### config.mk
export PLATFORM = sky130hd
export DESIGN_NAME = seg_bus_capture_flat
export DESIGN_NICKNAME = d
export VERILOG_FILES = /design/src/rtl/seg_pkg.sv /design/src/rtl/seg_bus_capture_if.sv /design/src/rtl/seg_pattern_decode.sv /design/src/rtl/seg_bus_capture.sv /design/src/flat_wrapper.sv
export SDC_FILE = /design/constraint.sdc
export NUM_CORES = 1
export LEC_CHECK = 0
export ABC_AREA = 1
export CORE_AREA = 2 2 88 90
export CTS_BUF_LIST = sky130_fd_sc_hd__clkbuf_8
export DETAILED_ROUTE_END_ITERATION = 8
export DIE_AREA = 0 0 90 92
export PLACE_DENSITY_LB_ADDON = 0.1
export SETUP_SLACK_MARGIN = 0.02
export SLEW_MARGIN = 15
export SYNTH_ARGS = -nofsm -noshare
export SYNTH_HDL_FRONTEND = slang
export SYNTH_HIERARCHICAL = 1
export SYNTH_SLANG_ARGS = --single-unit
### constraint.sdc
create_clock -name clk -period 2 [get_ports clk]
set_clock_uncertainty 0.1 [all_clocks]
set_input_delay 0.4 -clock clk [delete_from_list [all_inputs] [get_ports clk]]
set_output_delay 0.4 -clock clk [all_outputs]
set_load 0.01 [all_outputs]
### src/rtl/seg_pkg.sv
// Shared definitions for the seven-segment bus capture block.
//   - SEG_0..SEG_F, SEG_BLANK : active-low font, bit order {g,f,e,d,c,b,a}
//   - N_DIGITS                : number of multiplexed digits on the bus
//   - state_t                 : capture FSM states
package seg_pkg;

  localparam int N_DIGITS = 4;

  localparam logic [6:0] SEG_0     = 7'h40;
  localparam logic [6:0] SEG_1     = 7'h79;
  localparam logic [6:0] SEG_2     = 7'h24;
  localparam logic [6:0] SEG_3     = 7'h30;
  localparam logic [6:0] SEG_4     = 7'h19;
  localparam logic [6:0] SEG_5     = 7'h12;
  localparam logic [6:0] SEG_6     = 7'h02;
  localparam logic [6:0] SEG_7     = 7'h78;
  localparam logic [6:0] SEG_8     = 7'h00;
  localparam logic [6:0] SEG_9     = 7'h10;
  localparam logic [6:0] SEG_A     = 7'h08;
  localparam logic [6:0] SEG_B     = 7'h03;
  localparam logic [6:0] SEG_C     = 7'h46;
  localparam logic [6:0] SEG_D     = 7'h21;
  localparam logic [6:0] SEG_E     = 7'h06;
  localparam logic [6:0] SEG_F     = 7'h0E;
  localparam logic [6:0] SEG_BLANK = 7'h7F;

  typedef enum logic [1:0] {
    ST_IDLE,
    ST_SETTLE,
    ST_HOLD
  } state_t;

endpackage

### src/rtl/seg_bus_capture_if.sv
// Bus bundle between a seven-segment display driver/consumer and the capture
// block.
//   seg_n     : segment lines {g,f,e,d,c,b,a}, 0 = lit
//   an_n      : digit anodes, 0 = selected, bit k = digit k
//   out_value : captured 16-bit frame, digit k in [4k+3:4k]
//   out_blank : per-digit "all segments off" flags
//   out_err   : per-digit "non-font pattern" flags
//   out_valid : frame available
//   out_ready : consumer accepts frame
//   overrun   : one-cycle pulse when a completed frame is dropped
// modport slave  : the capture block
// modport master : the environment (display + frame consumer)
interface seg_bus_capture_if;
  logic [6:0]  seg_n;
  logic [3:0]  an_n;
  logic [15:0] out_value;
  logic [3:0]  out_blank;
  logic [3:0]  out_err;
  logic        out_valid;
  logic        out_ready;
  logic        overrun;

  modport slave (
    input  seg_n, an_n, out_ready,
    output out_value, out_blank, out_err, out_valid, overrun
  );

  modport master (
    output seg_n, an_n, out_ready,
    input  out_value, out_blank, out_err, out_valid, overrun
  );
endinterface

### src/rtl/seg_pattern_decode.sv
// Combinational inverse of a hex seven-segment decoder.
//   seg_n  in  7 : active-low pattern {g,f,e,d,c,b,a}
//   nibble out 4 : decoded hex value (0 for blank or unknown patterns)
//   blank  out 1 : pattern is all segments off
//   err    out 1 : pattern is neither a font glyph nor blank
module seg_pattern_decode
  import seg_pkg::*;
(
  input  logic [6:0] seg_n,
  output logic [3:0] nibble,
  output logic       blank,
  output logic       err
);

  always_comb begin
    nibble = 4'h0;
    blank  = 1'b0;
    err    = 1'b0;
    case (seg_n)
      SEG_0:     nibble = 4'h0;
      SEG_1:     nibble = 4'h1;
      SEG_2:     nibble = 4'h2;
      SEG_3:     nibble = 4'h3;
      SEG_4:     nibble = 4'h4;
      SEG_5:     nibble = 4'h5;
      SEG_6:     nibble = 4'h6;
      SEG_7:     nibble = 4'h7;
      SEG_8:     nibble = 4'h8;
      SEG_9:     nibble = 4'h9;
      SEG_A:     nibble = 4'hA;
      SEG_B:     nibble = 4'hB;
      SEG_C:     nibble = 4'hC;
      SEG_D:     nibble = 4'hD;
      SEG_E:     nibble = 4'hE;
      SEG_F:     nibble = 4'hF;
      SEG_BLANK: blank  = 1'b1;
      default:   err    = 1'b1;
    endcase
  end

endmodule

### src/rtl/seg_bus_capture.sv
// Receiving end of a multiplexed seven-segment display bus. Registers the
// segment and anode lines, waits for each digit's drive to stay identical for
// SETTLE samples, decodes it back to a nibble and assembles four digits into a
// frame handed out on a valid/ready interface.
//   clk : system clock
//   rst : synchronous active-high reset
//   bus : seg_bus_capture_if.slave (segment/anode inputs, frame outputs)
// Parameters:
//   SETTLE : identical consecutive samples needed to accept a digit (1..255)
//   CNT_W  : settle counter width, must hold SETTLE
module seg_bus_capture
  import seg_pkg::*;
#(
  parameter int SETTLE = 4,
  parameter int CNT_W  = 8
) (
  input  logic                clk,
  input  logic                rst,
  seg_bus_capture_if.slave    bus
);

  localparam logic [CNT_W-1:0] SETTLE_C = CNT_W'(SETTLE);

  // Registered input copies; every decision below uses these.
  logic [6:0] seg_q;
  logic [3:0] an_q;

  // Digit selection decoded from the registered anodes.
  logic       sel_valid;
  logic [1:0] sel_idx;

  state_t           state_q, state_d;
  logic [CNT_W-1:0] cnt_q, cnt_d;
  logic [1:0]       lat_sel_q, lat_sel_d;
  logic [6:0]       lat_seg_q, lat_seg_d;
  logic             capture;
  logic             start_new;
  logic             match;
  logic [CNT_W-1:0] cnt_inc;

  logic [N_DIGITS-1:0]   slot_wr;
  logic [N_DIGITS-1:0]   seen_q, seen_d;
  logic [4*N_DIGITS-1:0] slot_val_q, slot_val_d;
  logic [N_DIGITS-1:0]   slot_blank_q, slot_blank_d;
  logic [N_DIGITS-1:0]   slot_err_q, slot_err_d;

  logic [15:0] out_value_q, out_value_d;
  logic [3:0]  out_blank_q, out_blank_d;
  logic [3:0]  out_err_q, out_err_d;
  logic        out_valid_q, out_valid_d;
  logic        overrun_q, overrun_d;

  logic       complete;
  logic       load;
  logic [3:0] dec_nib;
  logic       dec_blank;
  logic       dec_err;

  seg_pattern_decode u_decode (
    .seg_n  (seg_q),
    .nibble (dec_nib),
    .blank  (dec_blank),
    .err    (dec_err)
  );

  // Exactly one anode low selects a digit; anything else means "none".
  always_comb begin
    sel_valid = 1'b1;
    sel_idx   = 2'd0;
    case (an_q)
      4'b1110: sel_idx = 2'd0;
      4'b1101: sel_idx = 2'd1;
      4'b1011: sel_idx = 2'd2;
      4'b0111: sel_idx = 2'd3;
      default: sel_valid = 1'b0;
    endcase
  end

  assign match   = sel_valid && (sel_idx == lat_sel_q) && (seg_q == lat_seg_q);
  assign cnt_inc = cnt_q + CNT_W'(1);

  // Settle FSM. start_new (re)latches the current sample as the first of a
  // new dwell; with SETTLE=1 that first sample is already enough to capture.
  always_comb begin
    state_d   = state_q;
    cnt_d     = cnt_q;
    lat_sel_d = lat_sel_q;
    lat_seg_d = lat_seg_q;
    capture   = 1'b0;
    start_new = 1'b0;
    case (state_q)
      ST_IDLE: begin
        if (sel_valid) start_new = 1'b1;
      end
      ST_SETTLE: begin
        if (!sel_valid) begin
          state_d = ST_IDLE;
          cnt_d   = '0;
        end else if (match) begin
          cnt_d = cnt_inc;
          if (cnt_inc >= SETTLE_C) begin
            capture = 1'b1;
            state_d = ST_HOLD;
          end
        end else begin
          start_new = 1'b1;
        end
      end
      ST_HOLD: begin
        // One capture per dwell: stay here until the bus changes.
        if (!sel_valid) begin
          state_d = ST_IDLE;
          cnt_d   = '0;
        end else if (!match) begin
          start_new = 1'b1;
        end
      end
      default: begin
        state_d = ST_IDLE;
        cnt_d   = '0;
      end
    endcase
    if (start_new) begin
      lat_sel_d = sel_idx;
      lat_seg_d = seg_q;
      cnt_d     = CNT_W'(1);
      if (SETTLE_C <= CNT_W'(1)) begin
        capture = 1'b1;
        state_d = ST_HOLD;
      end else begin
        state_d = ST_SETTLE;
      end
    end
  end

  // Per-slot write strobes and frame assembly.
  for (genvar gi = 0; gi < N_DIGITS; gi++) begin : g_slot
    assign slot_wr[gi] = capture && (sel_idx == 2'(gi));
  end

  always_comb begin
    slot_val_d   = slot_val_q;
    slot_blank_d = slot_blank_q;
    slot_err_d   = slot_err_q;
    for (int k = 0; k < N_DIGITS; k++) begin
      if (slot_wr[k]) begin
        slot_val_d[4*k +: 4] = dec_nib;
        slot_blank_d[k]      = dec_blank;
        slot_err_d[k]        = dec_err;
      end
    end
  end

  // Completion is seen one cycle after the 4th capture. A capture landing in
  // that same cycle starts the next frame rather than being lost.
  assign complete = &seen_q;
  assign load     = complete && (!out_valid_q || bus.out_ready);

  always_comb begin
    seen_d      = (complete ? '0 : seen_q) | slot_wr;
    out_value_d = out_value_q;
    out_blank_d = out_blank_q;
    out_err_d   = out_err_q;
    out_valid_d = out_valid_q;
    overrun_d   = complete && out_valid_q && !bus.out_ready;
    if (load) begin
      out_value_d = slot_val_q;
      out_blank_d = slot_blank_q;
      out_err_d   = slot_err_q;
      out_valid_d = 1'b1;
    end else if (out_valid_q && bus.out_ready) begin
      out_valid_d = 1'b0;
    end
  end

  always_ff @(posedge clk) begin
    if (rst) begin
      seg_q        <= SEG_BLANK;
      an_q         <= 4'hF;
      state_q      <= ST_IDLE;
      cnt_q        <= '0;
      lat_sel_q    <= 2'd0;
      lat_seg_q    <= SEG_BLANK;
      seen_q       <= '0;
      slot_val_q   <= '0;
      slot_blank_q <= '0;
      slot_err_q   <= '0;
      out_value_q  <= '0;
      out_blank_q  <= '0;
      out_err_q    <= '0;
      out_valid_q  <= 1'b0;
      overrun_q    <= 1'b0;
    end else begin
      seg_q        <= bus.seg_n;
      an_q         <= bus.an_n;
      state_q      <= state_d;
      cnt_q        <= cnt_d;
      lat_sel_q    <= lat_sel_d;
      lat_seg_q    <= lat_seg_d;
      seen_q       <= seen_d;
      slot_val_q   <= slot_val_d;
      slot_blank_q <= slot_blank_d;
      slot_err_q   <= slot_err_d;
      out_value_q  <= out_value_d;
      out_blank_q  <= out_blank_d;
      out_err_q    <= out_err_d;
      out_valid_q  <= out_valid_d;
      overrun_q    <= overrun_d;
    end
  end

  assign bus.out_value = out_value_q;
  assign bus.out_blank = out_blank_q;
  assign bus.out_err   = out_err_q;
  assign bus.out_valid = out_valid_q;
  assign bus.overrun   = overrun_q;

endmodule

### src/flat_wrapper.sv
// flat-port wrapper written by rule: the top's interface ports become plain ports
module seg_bus_capture_flat import seg_pkg::*;
#(
  parameter int SETTLE = 4,
  parameter int CNT_W  = 8
)
  (clk, rst, bus_seg_n, bus_an_n, bus_out_ready, bus_out_value, bus_out_blank, bus_out_err, bus_out_valid, bus_overrun);
  seg_bus_capture_if bus_i ();
  input  logic clk;
  input  logic rst;
  input wire logic [$bits(bus_i.seg_n)-1:0] bus_seg_n;
  input wire logic [$bits(bus_i.an_n)-1:0] bus_an_n;
  input wire logic [$bits(bus_i.out_ready)-1:0] bus_out_ready;
  output wire logic [$bits(bus_i.out_value)-1:0] bus_out_value;
  output wire logic [$bits(bus_i.out_blank)-1:0] bus_out_blank;
  output wire logic [$bits(bus_i.out_err)-1:0] bus_out_err;
  output wire logic [$bits(bus_i.out_valid)-1:0] bus_out_valid;
  output wire logic [$bits(bus_i.overrun)-1:0] bus_overrun;
  assign bus_i.seg_n = bus_seg_n;
  assign bus_i.an_n = bus_an_n;
  assign bus_i.out_ready = bus_out_ready;
  assign bus_out_value = bus_i.out_value;
  assign bus_out_blank = bus_i.out_blank;
  assign bus_out_err = bus_i.out_err;
  assign bus_out_valid = bus_i.out_valid;
  assign bus_overrun = bus_i.overrun;
  seg_bus_capture #(.SETTLE(SETTLE), .CNT_W(CNT_W)) u_core (.clk(clk), .rst(rst), .bus(bus_i));
endmodule
After elaboration in Yosys (flattened, before gate mapping)
Index checks and enable logic that the tools add are counted.
{"block": "totals", "word_cells": 117, "in_bits": 14, "output_inout_bits": 26, "reg_bits": 84}
{"block": "op_classes", "order_cmp": 1, "add_sub_neg": 1, "bitwise": 2, "eq_ne": 34, "mux": 27, "n_reduce_logical": 26}
{"operator": "4-bit one-hot mux with 15 select lines", "n": 1}
{"operator": "7-bit == test, second input constant", "n": 5}
{"operator": "8-bit two-way mux", "n": 3}
{"operator": "8-bit one-hot mux with 3 select lines", "n": 1}
{"operator": "7-bit by 5-bit == test with 1-bit output, second input constant", "n": 3}
{"operator": "7-bit by 6-bit == test with 1-bit output, second input constant", "n": 3}
{"operator": "17-bit OR reduction", "n": 1}
{"operator": "7-bit by 2-bit == test with 1-bit output, second input constant", "n": 2}
{"operator": "7-bit by 4-bit == test with 1-bit output, second input constant", "n": 2}
{"operator": "1-bit two-way mux", "n": 14}
{"operator": "4-bit == test, second input constant", "n": 3}
{"operator": "2-bit one-hot mux with 3 select lines", "n": 2}
{"operator": "4-bit AND reduction", "n": 3}
{"operator": "1-bit logical AND", "n": 10}
{"operator": "3-bit inequality test, second input constant", "n": 3}
{"operator": "8-bit by 1-bit adder with 8-bit output, second input constant", "n": 1}
{"operator": "8-bit by 3-bit greater-or-equal comparator with 1-bit output, second input constant", "n": 1}
{"operator": "2-bit two-way mux", "n": 4}
{"operator": "4-bit inequality test, second input constant", "n": 2}
{"operator": "7-bit by 3-bit == test with 1-bit output, second input constant", "n": 1}
{"operator": "7-bit == test", "n": 1}
{"operator": "7-bit zero test", "n": 1}
{"operator": "2-bit == test, second input constant", "n": 3}
{"operator": "3-bit AND reduction", "n": 2}
{"operator": "other kinds (15)", "n": 19}

Logic depth before layout (Yosys ltp)
Gate-level depths: netlist (run 1).
{"block": "depth", "word_depth": 10, "mapped_depth": 14}

Cells and area by module
The synthesis (run 1) kept the hierarchy.
{"module": "seg_bus_capture", "n_inst": 1, "cells_per_inst": 499, "area_each_um2": 3616.0}
{"module": "seg_pattern_decode", "n_inst": 1, "cells_per_inst": 77, "area_each_um2": 354.1}

Least setup slack after synthesis (run 1)
No wires, ideal clock.
{"block": "synth_path", "path_type": "register -> register", "from": "register u_core.cnt_q[0]", "to": "register u_core.slot_val_q[12]", "synth_period_minus_slack_ps": 1863, "t_arrival_ps": 1650, "required_ps": 1787, "path_buffers": 1, "path_slack_ps": 137, "setup_time_ps": 113, "path_stages_with_launch": 12, "cell_sequence": "dfxtp_1 ha_1 nand3_1 o21ai_1 nand2_1 nor2_1 nand3_2 nand4_1 buf_2 nand2_1 nand2_1 nor2_1"}
{"block": "synth_between", "elab_chain_len": 7}
{"element": "from (decl)", "line": "seg_bus_capture.sv:33", "source": "logic [CNT_W-1:0] cnt_q, cnt_d;"}
{"element": "from (signal assigned)", "line": "seg_bus_capture.sv:197", "source": "cnt_q <= cnt_d;"}
{"element": "8-bit by 1-bit adder with 8-bit output", "line": "seg_bus_capture.sv:80", "source": "assign cnt_inc = cnt_q + CNT_W'(1);"}
{"element": "8-bit by 3-bit greater-or-equal comparator with 1-bit output", "line": "seg_bus_capture.sv:101", "source": "if (cnt_inc >= SETTLE_C) begin"}
{"element": "1-bit two-way mux", "line": "seg_bus_capture.sv:101"}
{"element": "1-bit two-way mux", "line": "seg_bus_capture.sv:99", "source": "end else if (match) begin"}
{"element": "1-bit two-way mux", "line": "seg_bus_capture.sv:96", "source": "if (!sel_valid) begin"}
{"element": "1-bit two-way mux", "line": "seg_bus_capture.sv:91", "source": "case (state_q)"}
{"element": "1-bit logical AND", "line": "seg_bus_capture.sv:138", "source": "assign slot_wr[gi] = capture && (sel_idx == 2'(gi));"}
{"element": "to (signal assigned)", "line": "seg_bus_capture.sv:201", "source": "slot_val_q <= slot_val_d;"}
{"element": "to (decl)", "line": "seg_bus_capture.sv:43", "source": "logic [4*N_DIGITS-1:0] slot_val_q, slot_val_d;"}
Every way passes these cells.
A chain may end at the register's enable or synchronous reset.

Worst setup path after layout (run 1)
{"block": "layout_path", "from": "register u_core.an_q[1]", "to": "register u_core.cnt_q[1]"}
{"block": "layout_between", "elab_chain_len": 9}
{"element": "from (decl)", "line": "seg_bus_capture.sv:26", "source": "logic [3:0] an_q;"}
{"element": "from (signal assigned)", "line": "seg_bus_capture.sv:195", "source": "an_q <= bus.an_n;"}
{"element": "4-bit by 3-bit == test with 1-bit output / 4-bit == test (equally long branches)", "line": "seg_bus_capture.sv:70", "source": "case (an_q)"}
{"element": "2-bit one-hot mux with 3 select lines / 4-bit OR reduction (equally long branches)"}
{"element": "2-bit == test / 1-bit two-way mux (equally long branches)", "line": "seg_bus_capture.sv:79, seg_bus_capture.sv:70"}
{"element": "1-bit logical AND (2 in series)", "line": "seg_bus_capture.sv:79", "source": "assign match = sel_valid && (sel_idx == lat_sel_q) && (seg_q == lat_seg_q);"}
{"element": "1-bit two-way mux", "line": "seg_bus_capture.sv:99, seg_bus_capture.sv:114"}
{"element": "1-bit two-way mux", "line": "seg_bus_capture.sv:111", "source": "if (!sel_valid) begin"}
{"element": "1-bit one-hot mux with 2 select lines", "line": "seg_bus_capture.sv:91"}
{"element": "2-bit OR reduction (no source line)"}
Parallel ways exist; a longest one is shown, timed or not.

==> results_tabular.tex, run 1 <==
\begin{tabular}{lr}
\hline
Metric & Value \\
\hline
\multicolumn{2}{l}{\textbf{STA}} \\
Setup TNS after final layout & 0 ps \\
Finish-stage setup viols & 0 \\
Post-layout minimum cycle time & 1951 ps \\
RSZ-0062 raised after global routing & true \\
Period Utilization, post-route & 97.56\% \\
Worst max-slew margin expressed relative to the limit & 70.38\% \\
Pin slew with the least headroom to its limit & 444.2 ps \\
Final Hold Fails & 0 \\
Total count of max-transition violations in the final report & 0 \\
Upper clock frequency limit & 0.5125 GHz \\
\multicolumn{2}{l}{\textbf{Pwr}} \\
Internal power summed over all cells & 0.002614 W \\
Net Sw Power & 0.0009615 W \\
Combinational fraction of design power & 12.2\% \\
Total power density per cell area & 712.0 nW/um2 \\
Clk network pwr share & 38.8\% \\
Fraction of power consumed by sequential logic & 49.0\% \\
Max VDD drop & 0.0004296 V \\
Leakage power summed over all cells & 2.443 nW \\
Sw frac & 26.89\% \\
\multicolumn{2}{l}{\textbf{Drt}} \\
Post-route DRC & 0 \\
Avg Vias per Cell & 5.027 \\
Drt initial violations & 195 \\
Iteration count of the initial detailed-routing pass & 4 \\
Final routed wire length divided by cell count & 12.44 um \\
Vias after detailed routing & 3,745 \\
Count of antenna-violating nets left after detailed routing & 0 \\
Detailed Route WL & 9269 um \\
\multicolumn{2}{l}{\textbf{Floorplanning}} \\
Starting density of the core & 53.31\% \\
I/O pin count & 40 \\
Vert. Die Dim & 92 um \\
Std cell rows & 32 \\
Area enclosed by the die boundary & 8280 um2 \\
Die Wd & 90 um \\
Placeable core region & 7447 um2 \\
\multicolumn{2}{l}{\textbf{CTS}} \\
Largest buffer count on any clock path & 2 \\
Clock net sink count & 84 \\
Cell chosen for the clock root & sky130\_fd\_sc\_hd\_\_clkbuf\_8 \\
Clock transition at the registers of the reported paths & 90 ps \\
TritonCTS clock tree & yes \\
Total number of H-tree levels & 3 \\
Number of CTS-inserted buffers & 9 \\
Clock latency of the later-clocked register in the worst-skew pair & 350 ps \\
Hold-fix buffers at CTS & 0 \\
\multicolumn{2}{l}{\textbf{Yosys}} \\
Netlist area before placement & 3970 um2 \\
Area share of the largest cell type after synthesis & 42.36\% \\
Synthesis warning total & 6 \\
Number of instances in the synthesized netlist & 576 \\
Unique cell type count in the Yosys netlist & 28 \\
Ranking of synthesized cells by area & sky130\_fd\_sc\_hd\_\_dfxtp\_1 (42\%), sky130\_fd\_sc\_hd\_\_nand2\_1 (13\%), sky130\_fd\_sc\_hd\_\_nor2\_1 (8.6\%) \\
Proportion of synthesized chip area in sequential cells & 42.36\% \\
Net count of the mapped netlist & 595 \\
Mean post-synth cell area & 6.892 um2 \\
Synthesis-stage register bit count & 84 \\
Most area-hungry cell type in the Yosys netlist & sky130\_fd\_sc\_hd\_\_dfxtp\_1 \\
\multicolumn{2}{l}{\textbf{Global routing}} \\
Combined global-route utilization of all metal layers & 22.04\% \\
First-pass GRT wire length & 15,120 um \\
Global Route met2 Usage & 37.78\% \\
Pin count of the biggest net entering global routing & 49 \\
Vias in the first global route & 3,495 \\
Number of antenna violations at the first check in global routing & 0 \\
Layer with the highest usage & met2 \\
Aggregate global routing overflow & 0 \\
GR met3 Demand/Resource & 3.698\% \\
Met1 track demand over resource in global routing & 28.10\% \\
\multicolumn{2}{l}{\textbf{Worst hold path}} \\
Min-Delay Path Class & flop to flop \\
\multicolumn{2}{l}{\textbf{Final layout}} \\
Count of nets after finishing & 657 \\
Number of filler instances in the final layout & 653 \\
Fraction of final layout cells sized beyond drive strength 1 & 21.62\% \\
Area of the multi-input gates & 2041 um2 \\
Antenna Cells & 0 \\
Register area & 1710 um2 \\
Final std cells w/o fill & 745 \\
Area growth from synthesis to layout & 26.50\% \\
\multicolumn{2}{l}{\textbf{Critical path}} \\
Worst stage delay on the critical path & 370 ps \\
WP buf/inv & 1 \\
Worst path slowest cell & sky130\_fd\_sc\_hd\_\_dfxtp\_4 \\
Worst endpoint required time & 2180 ps \\
Critical path, cell by cell & nand2\_4, inv\_2, nand2\_2, nand2\_1, nand2\_1, nand2\_1, nor2\_1, nand3\_1, nand2\_2, nand2\_4, nand2\_4, nand2\_4, a21oi\_1 \\
Maximum fanout along the worst path & 10 \\
Crit path arrival time & 2130 ps \\
Nature of the critical path endpoint & flop \\
CP dominant cell by count & sky130\_fd\_sc\_hd\_\_nand2\_4 \\
Startpoint class of the critical path & flop \\
Worst setup path category & flop to flop \\
CP top delay family & simple AND/OR/NAND/NOR gates \\
\multicolumn{2}{l}{\textbf{Placed design}} \\
Port Buffers & 39 \\
Number of cells in the design after placement & 721 \\
Final weighted congestion of routability-driven global placement & 0.8980 \\
Estimated wirelength of the detail-placed design & 6232 um \\
\multicolumn{2}{l}{\textbf{Run}} \\
Max-cap violations & 0 \\
\multicolumn{2}{l}{\textbf{Run status}} \\
Run status & completed \\
\hline
\end{tabular}
## placed cells by master, fill, tap and decap left out, types with 3 or more instances in the layout
| cell type | instances |
|---|---|
| sky130_fd_sc_hd__nand2_1 | 129 |
| sky130_fd_sc_hd__buf_6 | 3 |
| sky130_fd_sc_hd__or2_2 | 11 |
| sky130_fd_sc_hd__dfxtp_1 | 67 |
| sky130_fd_sc_hd__dfxtp_2 | 14 |
| sky130_fd_sc_hd__nor2_4 | 5 |
| sky130_fd_sc_hd__buf_4 | 26 |
| sky130_fd_sc_hd__clkbuf_8 | 9 |
| sky130_fd_sc_hd__nand3_1 | 34 |
| sky130_fd_sc_hd__nand2_2 | 17 |
| sky130_fd_sc_hd__nand4_1 | 16 |
| sky130_fd_sc_hd__nor2_1 | 85 |
| sky130_fd_sc_hd__nor3_1 | 4 |
| sky130_fd_sc_hd__a21oi_2 | 4 |
| sky130_fd_sc_hd__o21ai_0 | 24 |
| sky130_fd_sc_hd__nand2_4 | 6 |
| sky130_fd_sc_hd__a21oi_1 | 38 |
| sky130_fd_sc_hd__ha_1 | 4 |
| sky130_fd_sc_hd__inv_2 | 11 |
| sky130_fd_sc_hd__nor2_2 | 12 |
| sky130_fd_sc_hd__clkdlybuf4s50_1 | 39 |
| sky130_fd_sc_hd__inv_1 | 57 |
| sky130_fd_sc_hd__dfxtp_4 | 3 |
| sky130_fd_sc_hd__nand3_2 | 4 |
| sky130_fd_sc_hd__xnor2_1 | 3 |
## metal layers
layer  share of wire [%]  wire (um)
met1                  46       4306
met2                  49       4559
met3                 3.2        293
met4                 1.2        109
met5                   0          0
## state kept, by name (all words and copies together), names as in the netlist, 2 cells and up
signal / count
u_core/bus.out_value: 16
u_core/slot_val_q: 16
u_core/cnt_q: 8
u_core/lat_seg_q: 7
u_core/seg_q: 7
u_core/an_q: 4
u_core/bus.out_blank: 4
u_core/bus.out_err: 4
u_core/seen_q: 4
u_core/slot_blank_q: 4
u_core/slot_err_q: 4
u_core/lat_sel_q: 2
u_core/state_q: 2
## worst paths after layout
kind	from	endpoint	slack, ps	cells after the start
min reg2reg	u_core/slot_val_q[8]$_SDFFE_PP0P_	u_core/bus.out_value[8]$_SDFFE_PP0P_	360	2
min	u_core/slot_val_q[8]$_SDFFE_PP0P_	u_core/bus.out_value[8]$_SDFFE_PP0P_	360	2
max	u_core/an_q[1]$_SDFF_PP1_	u_core/cnt_q[1]$_SDFFE_PP0P_	50	13
max reg2reg	u_core/an_q[1]$_SDFF_PP1_	u_core/cnt_q[1]$_SDFFE_PP0P_	50	13
## cell usage after synthesis
master / count
sky130_fd_sc_hd__a21oi_1: 42
sky130_fd_sc_hd__buf_2: 3
sky130_fd_sc_hd__buf_4: 1
sky130_fd_sc_hd__buf_6: 2
sky130_fd_sc_hd__clkbuf_1: 12
sky130_fd_sc_hd__clkbuf_4: 1
sky130_fd_sc_hd__dfxtp_1: 84
sky130_fd_sc_hd__ha_1: 5
sky130_fd_sc_hd__inv_1: 63
sky130_fd_sc_hd__inv_2: 5
sky130_fd_sc_hd__nand2_1: 137
sky130_fd_sc_hd__nand2_2: 12
sky130_fd_sc_hd__nand2_4: 3
sky130_fd_sc_hd__nand3_1: 36
sky130_fd_sc_hd__nand3_2: 3
sky130_fd_sc_hd__nand3b_1: 1
sky130_fd_sc_hd__nand4_1: 16
sky130_fd_sc_hd__nand4_4: 1
sky130_fd_sc_hd__nor2_1: 91
sky130_fd_sc_hd__nor2_2: 8
sky130_fd_sc_hd__nor2_4: 3
sky130_fd_sc_hd__nor3_1: 4
sky130_fd_sc_hd__o21ai_0: 24
sky130_fd_sc_hd__o21ai_1: 1
sky130_fd_sc_hd__o21ai_2: 2
sky130_fd_sc_hd__or2_2: 11
sky130_fd_sc_hd__xnor2_1: 3
sky130_fd_sc_hd__xor2_1: 2
## through the flow
| stage | setup WS (ps) | hold slack, ps | area [um2] | total power, W | utilization, % |
|---|---|---|---|---|---|
| final | 48.78 | 355.4 | 5022 | 0.003576 | 67.44 |
| after global routing | -79.32 | 388.3 | 5022 | 0.003718 | 67.44 |
| after CTS | 23.50 | 359.4 | 4820 | 0.003556 | 64.72 |
| after detailed placement | 41.30 | 345.6 | 4591 | 0.002175 | 61.64 |
| after global placement | 48.97 | 339.0 | 4591 | 0.002168 | 61.64 |
| after floorplan | 136.9 | 329.7 | 3970 | 0.002050 | - |
## cells by family (layout without fill, tap and decap cells)
group,count (synthesis),in the layout,share of synthesized area (%)
simple gates,326,326,37.19
buf+inv,87,154,8.888
flops,84,84,42.36
compound gates,69,69,8.888
fa+ha+maj,5,5,1.576
xor+xnor,5,5,1.103
## final cells by class
type / instances / area share [%]
Clock buffer: 9 / 2.466
Inverter: 68 / 5.082
Multi-Input combinational cell: 405 / 40.63
Tap cell: 102 / 2.541
Clock inverter: 7 / 2.093
Sequential cell: 84 / 34.06
Timing Repair Buffer: 70 / 13.13
## repair_timing
action                                  CTS  global route
setup buffers                             0             6
endpoints found under the setup margin    0            43
resized for setup                         0            60
## tightest hold or removal path: stages, from the launching register on
cell	delay (ps)
sky130_fd_sc_hd__dfxtp_1	310
sky130_fd_sc_hd__inv_1	60
sky130_fd_sc_hd__a21oi_1	50
## power groups by stage
stage	clock [W]	sequential [W]	combinational, W
final	0.00139	0.00175	0.000436
after global routing	0.00148	0.00176	0.000483
after CTS	0.00142	0.00175	0.000391
after detailed placement	0	0.00179	0.000389
after global placement	0	0.00178	0.000383
after floorplan	0	0.00178	0.000266
Note: power is estimated with default switching activity, not from simulation.
==> run 2: changes to the inputs <==
--- a/config.mk
+++ b/config.mk
@@ -6,6 +6,7 @@
 export NUM_CORES = 1
 export LEC_CHECK = 0
 export ABC_AREA = 1
+export ABC_CLOCK_PERIOD_IN_PS = 2000
 export CORE_AREA = 2 2 88 90
 export CTS_BUF_LIST = sky130_fd_sc_hd__clkbuf_8
 export DETAILED_ROUTE_END_ITERATION = 8
==> results of run 2 <==
Final layout, timing and power as in run 1 (identical DEF).
==> run 3: changes to the inputs <==
--- a/config.mk
+++ b/config.mk
@@ -7,10 +7,10 @@
 export LEC_CHECK = 0
 export ABC_AREA = 1
 export ABC_CLOCK_PERIOD_IN_PS = 2000
-export CORE_AREA = 2 2 88 90
+export CORE_AREA = 8 8 94 96
 export CTS_BUF_LIST = sky130_fd_sc_hd__clkbuf_8
 export DETAILED_ROUTE_END_ITERATION = 8
-export DIE_AREA = 0 0 90 92
+export DIE_AREA = 0 0 102 104
 export PLACE_DENSITY_LB_ADDON = 0.1
 export SETUP_SLACK_MARGIN = 0.02
 export SLEW_MARGIN = 15
==> results_tabular.tex, run 3 (synthesis gave the netlist of run 1 again) <==
\begin{tabular}{lr}
\hline
Metric & Value \\
\hline
\multicolumn{2}{l}{\textbf{Final layout}} \\
Commonest non-fill, non-tap cells in the layout & sky130\_fd\_sc\_hd\_\_nand2\_1 (129), sky130\_fd\_sc\_hd\_\_nor2\_1 (86), sky130\_fd\_sc\_hd\_\_dfxtp\_1 (67) \\
Most frequent standard cell in the layout excluding fill and tap cells & sky130\_fd\_sc\_hd\_\_nand2\_1 \\
Area growth from synthesis to layout & 24.30\% \\
Fraction of final layout cells sized beyond drive strength 1 & 20.28\% (-1.3 points) \\
Antenna Cells & 0 (unchanged) \\
Count of nets after finishing & 655 (-0.30\%) \\
\multicolumn{2}{l}{\textbf{Drt}} \\
Met1 WL & 4219 um (-2.0\%) \\
Drt initial violations & 149 (-24\%) \\
Avg Vias per Cell & 4.930 (-1.9\%) \\
Final routed wire length divided by cell count & 12.25 um (-1.5\%) \\
Detailed route wirelength on metal3 & 256 um (-13\%) \\
Top routing layer in use & met4 \\
Detailed Route WL & 9101 um (-1.8\%) \\
Met2 wire length & 4430 um (-2.8\%) \\
Post-route DRC & 0 (unchanged) \\
Vias after detailed routing & 3,663 (-2.2\%) \\
Iteration count of the initial detailed-routing pass & 4 (unchanged) \\
Count of antenna-violating nets left after detailed routing & 0 (unchanged) \\
\multicolumn{2}{l}{\textbf{STA}} \\
RSZ-0062 raised after global routing & true \\
Worst max-slew margin expressed relative to the limit & 72.39\% (+2.0 points) \\
Total count of max-transition violations in the final report & 0 (unchanged) \\
Post-layout minimum cycle time & 1930 ps (-21.05 ps) \\
Period Utilization, post-route & 96.51\% (-1.1 points) \\
Upper clock frequency limit & 0.5181 GHz (+1.1\%) \\
Pin slew with the least headroom to its limit & 411.1 ps (-33.18 ps) \\
Final Hold Fails & 0 (unchanged) \\
Worst hold margin & 352.2 ps (-3.228 ps) \\
Finish-stage setup viols & 0 (unchanged) \\
\multicolumn{2}{l}{\textbf{Worst hold path}} \\
Hold path startpoint & u\_core/slot\_err\_q[2]\$\_SDFFE\_PP0P\_ \\
Min-Delay Path Class & flop to flop \\
Worst hold path depth & 2 (unchanged) \\
\multicolumn{2}{l}{\textbf{CTS}} \\
Clock transition at the registers of the reported paths & 90 ps (about the same) \\
Clock net sink count & 84 (unchanged) \\
Total number of H-tree levels & 3 (unchanged) \\
TritonCTS clock tree & yes \\
Largest buffer count on any clock path & 2 (unchanged) \\
Clock latency of the later-clocked register in the worst-skew pair & 350 ps (about the same) \\
Hold-fix buffers at CTS & 0 (unchanged) \\
Number of CTS-inserted buffers & 9 (unchanged) \\
Cell chosen for the clock root & sky130\_fd\_sc\_hd\_\_clkbuf\_8 \\
\multicolumn{2}{l}{\textbf{Placed design}} \\
Port Buffers & 39 (unchanged) \\
Final weighted congestion of routability-driven global placement & 0.8934 (-0.51\%) \\
Estimated wirelength of the detail-placed design & 6482 um (+4.0\%) \\
\multicolumn{2}{l}{\textbf{Pwr}} \\
Leakage power summed over all cells & 2.407 nW (-1.5\%) \\
Total power density per cell area & 665.8 nW/um2 (-6.5\%) \\
Total power & 0.003286 W (-8.1\%) \\
Max VDD drop & 0.0003788 V (-12\%) \\
\multicolumn{2}{l}{\textbf{Critical path}} \\
Path depth of the worst reg2reg path & 15 (+2) \\
Startpoint class of the critical path & flop \\
Worst flop-to-flop path endpoint & u\_core/cnt\_q[0]\$\_SDFFE\_PP0P\_ \\
Origin of the worst setup path & u\_core/an\_q[2]\$\_SDFF\_PP1\_ \\
Worst setup path category & flop to flop \\
Crit path arrival time & 2110 ps (-20 ps) \\
Worst endpoint required time & 2180 ps (about the same) \\
Startpoint of the most critical register-to-register path & u\_core/an\_q[2]\$\_SDFF\_PP1\_ \\
Last element of the critical path & u\_core/cnt\_q[0]\$\_SDFFE\_PP0P\_ \\
Maximum fanout along the worst path & 8 (-2) \\
Reg2reg setup slack & 70 ps (+20 ps) \\
Nature of the critical path endpoint & flop \\
\multicolumn{2}{l}{\textbf{Floorplanning}} \\
Vert. Die Dim & 104 um (+13\%) \\
Area enclosed by the die boundary & 10,610 um2 (+28\%) \\
Die Wd & 102 um (+13\%) \\
I/O pin count & 40 (unchanged) \\
Placeable core region & 7447 um2 (unchanged) \\
Std cell rows & 32 (unchanged) \\
Starting density of the core & 53.31\% (unchanged) \\
\multicolumn{2}{l}{\textbf{Global routing}} \\
Aggregate global routing overflow & 0 (unchanged) \\
Number of antenna violations at the first check in global routing & 0 (unchanged) \\
Combined global-route utilization of all metal layers & 17.40\% (-4.6 points) \\
First-pass GRT wire length & 15,260 um (+0.87\%) \\
Pin count of the biggest net entering global routing & 60 (+22\%) \\
Vias in the first global route & 3,482 (-0.37\%) \\
\multicolumn{2}{l}{\textbf{Run}} \\
Max-cap violations & 0 (unchanged) \\
\multicolumn{2}{l}{\textbf{Run status}} \\
Run status & completed \\
\hline
\end{tabular}
[run 3: changes by cell type in the layout (fill, tap and decap cells not counted), sizes merged]
| cell | before | now |
|---|---|---|
| clkinvlp | 0 | 2 |
| buf | 31 | 29 |
| bufinv | 2 | 0 |
[run 3: worst min-delay path by stage]
stage	end	slack (ps)
final	u_core/bus.out_err[2]$_SDFFE_PP0P_	350
after global routing	u_core/seen_q[2]$_SDFF_PP0_	380
after CTS	u_core/bus.out_err[2]$_SDFFE_PP0P_	350
after detailed placement	u_core/bus.out_err[2]$_SDFFE_PP0P_	340
after global placement	u_core/bus.out_err[2]$_SDFFE_PP0P_	340
after floorplan	u_core/bus.out_value[10]$_SDFFE_PP0P_	330
[run 3: layer usage]
| metal | vias up | track usage, % |
|---|---|---|
| li1 | 1929 | - |
| met1 | 1677 | 20.41 |
| met2 | 39 | 29.17 |
| met3 | 18 | 3.414 |
| met4 | 0 | 8.395 |
| met5 | - | 0 |
[run 3: where the power goes]
group,total [W],leakage (nW),internal [W],switching (W)
Combinational,0.000419,1.64,0.000171,0.000248
Clock,0.00111,0.0886,0.000470,0.000642
Sequential,0.00175,0.681,0.00171,0.0000395
Total,0.00329,2.41,0.00236,0.000930
[run 3: through the flow]
| stage | area, um2 | setup TNS, ps | util (%) | instances | worst slack (ps) |
|---|---|---|---|---|---|
| final | 4935 | 0 | 66.26 | 743 | 69.83 |
| after global routing | 4935 | -2284 | 66.26 | 743 | -116.5 |
| after CTS | 4767 | 0 | 64.01 | 734 | 42.26 |
| after detailed placement | 4553 | -281.7 | 61.14 | 716 | -35.73 |
| after global placement | 4553 | 0 | 61.14 | 716 | 14.85 |
| after floorplan | 3970 | 0 | - | 576 | 136.9 |
[run 3: cell type report]
type	instances	area, um2
Timing Repair Buffer	68	668.1
Tap cell	102	127.6
Fill cell	651	2512
Clock buffer	9	123.9
Clock inverter	7	57.56
Inverter	68	255.2
Multi-Input combinational cell	405	1994
Sequential cell	84	1708
[run 3: critical path, stage by stage, from the launching register on]
cell and delay, ps:
sky130_fd_sc_hd__dfxtp_2 350, sky130_fd_sc_hd__inv_1 70, sky130_fd_sc_hd__nand2_2 90, sky130_fd_sc_hd__nor2_4 50, sky130_fd_sc_hd__nor2_4 170, sky130_fd_sc_hd__nand2_1 70
sky130_fd_sc_hd__nand2_1 90, sky130_fd_sc_hd__nand2_2 80, sky130_fd_sc_hd__nor2_4 140, sky130_fd_sc_hd__buf_4 140, sky130_fd_sc_hd__buf_4 110, sky130_fd_sc_hd__buf_4 140
sky130_fd_sc_hd__nand4_1 80, sky130_fd_sc_hd__nand2_1 70, sky130_fd_sc_hd__nor2_1 40, sky130_fd_sc_hd__nor2_1 80
[run 3: repair_timing]
action,CTS,global route
setup buffers,1,8
gates cloned,1,1
endpoints found under the setup margin,18,46
gates resized for setup,7,42
pin swaps,2,21
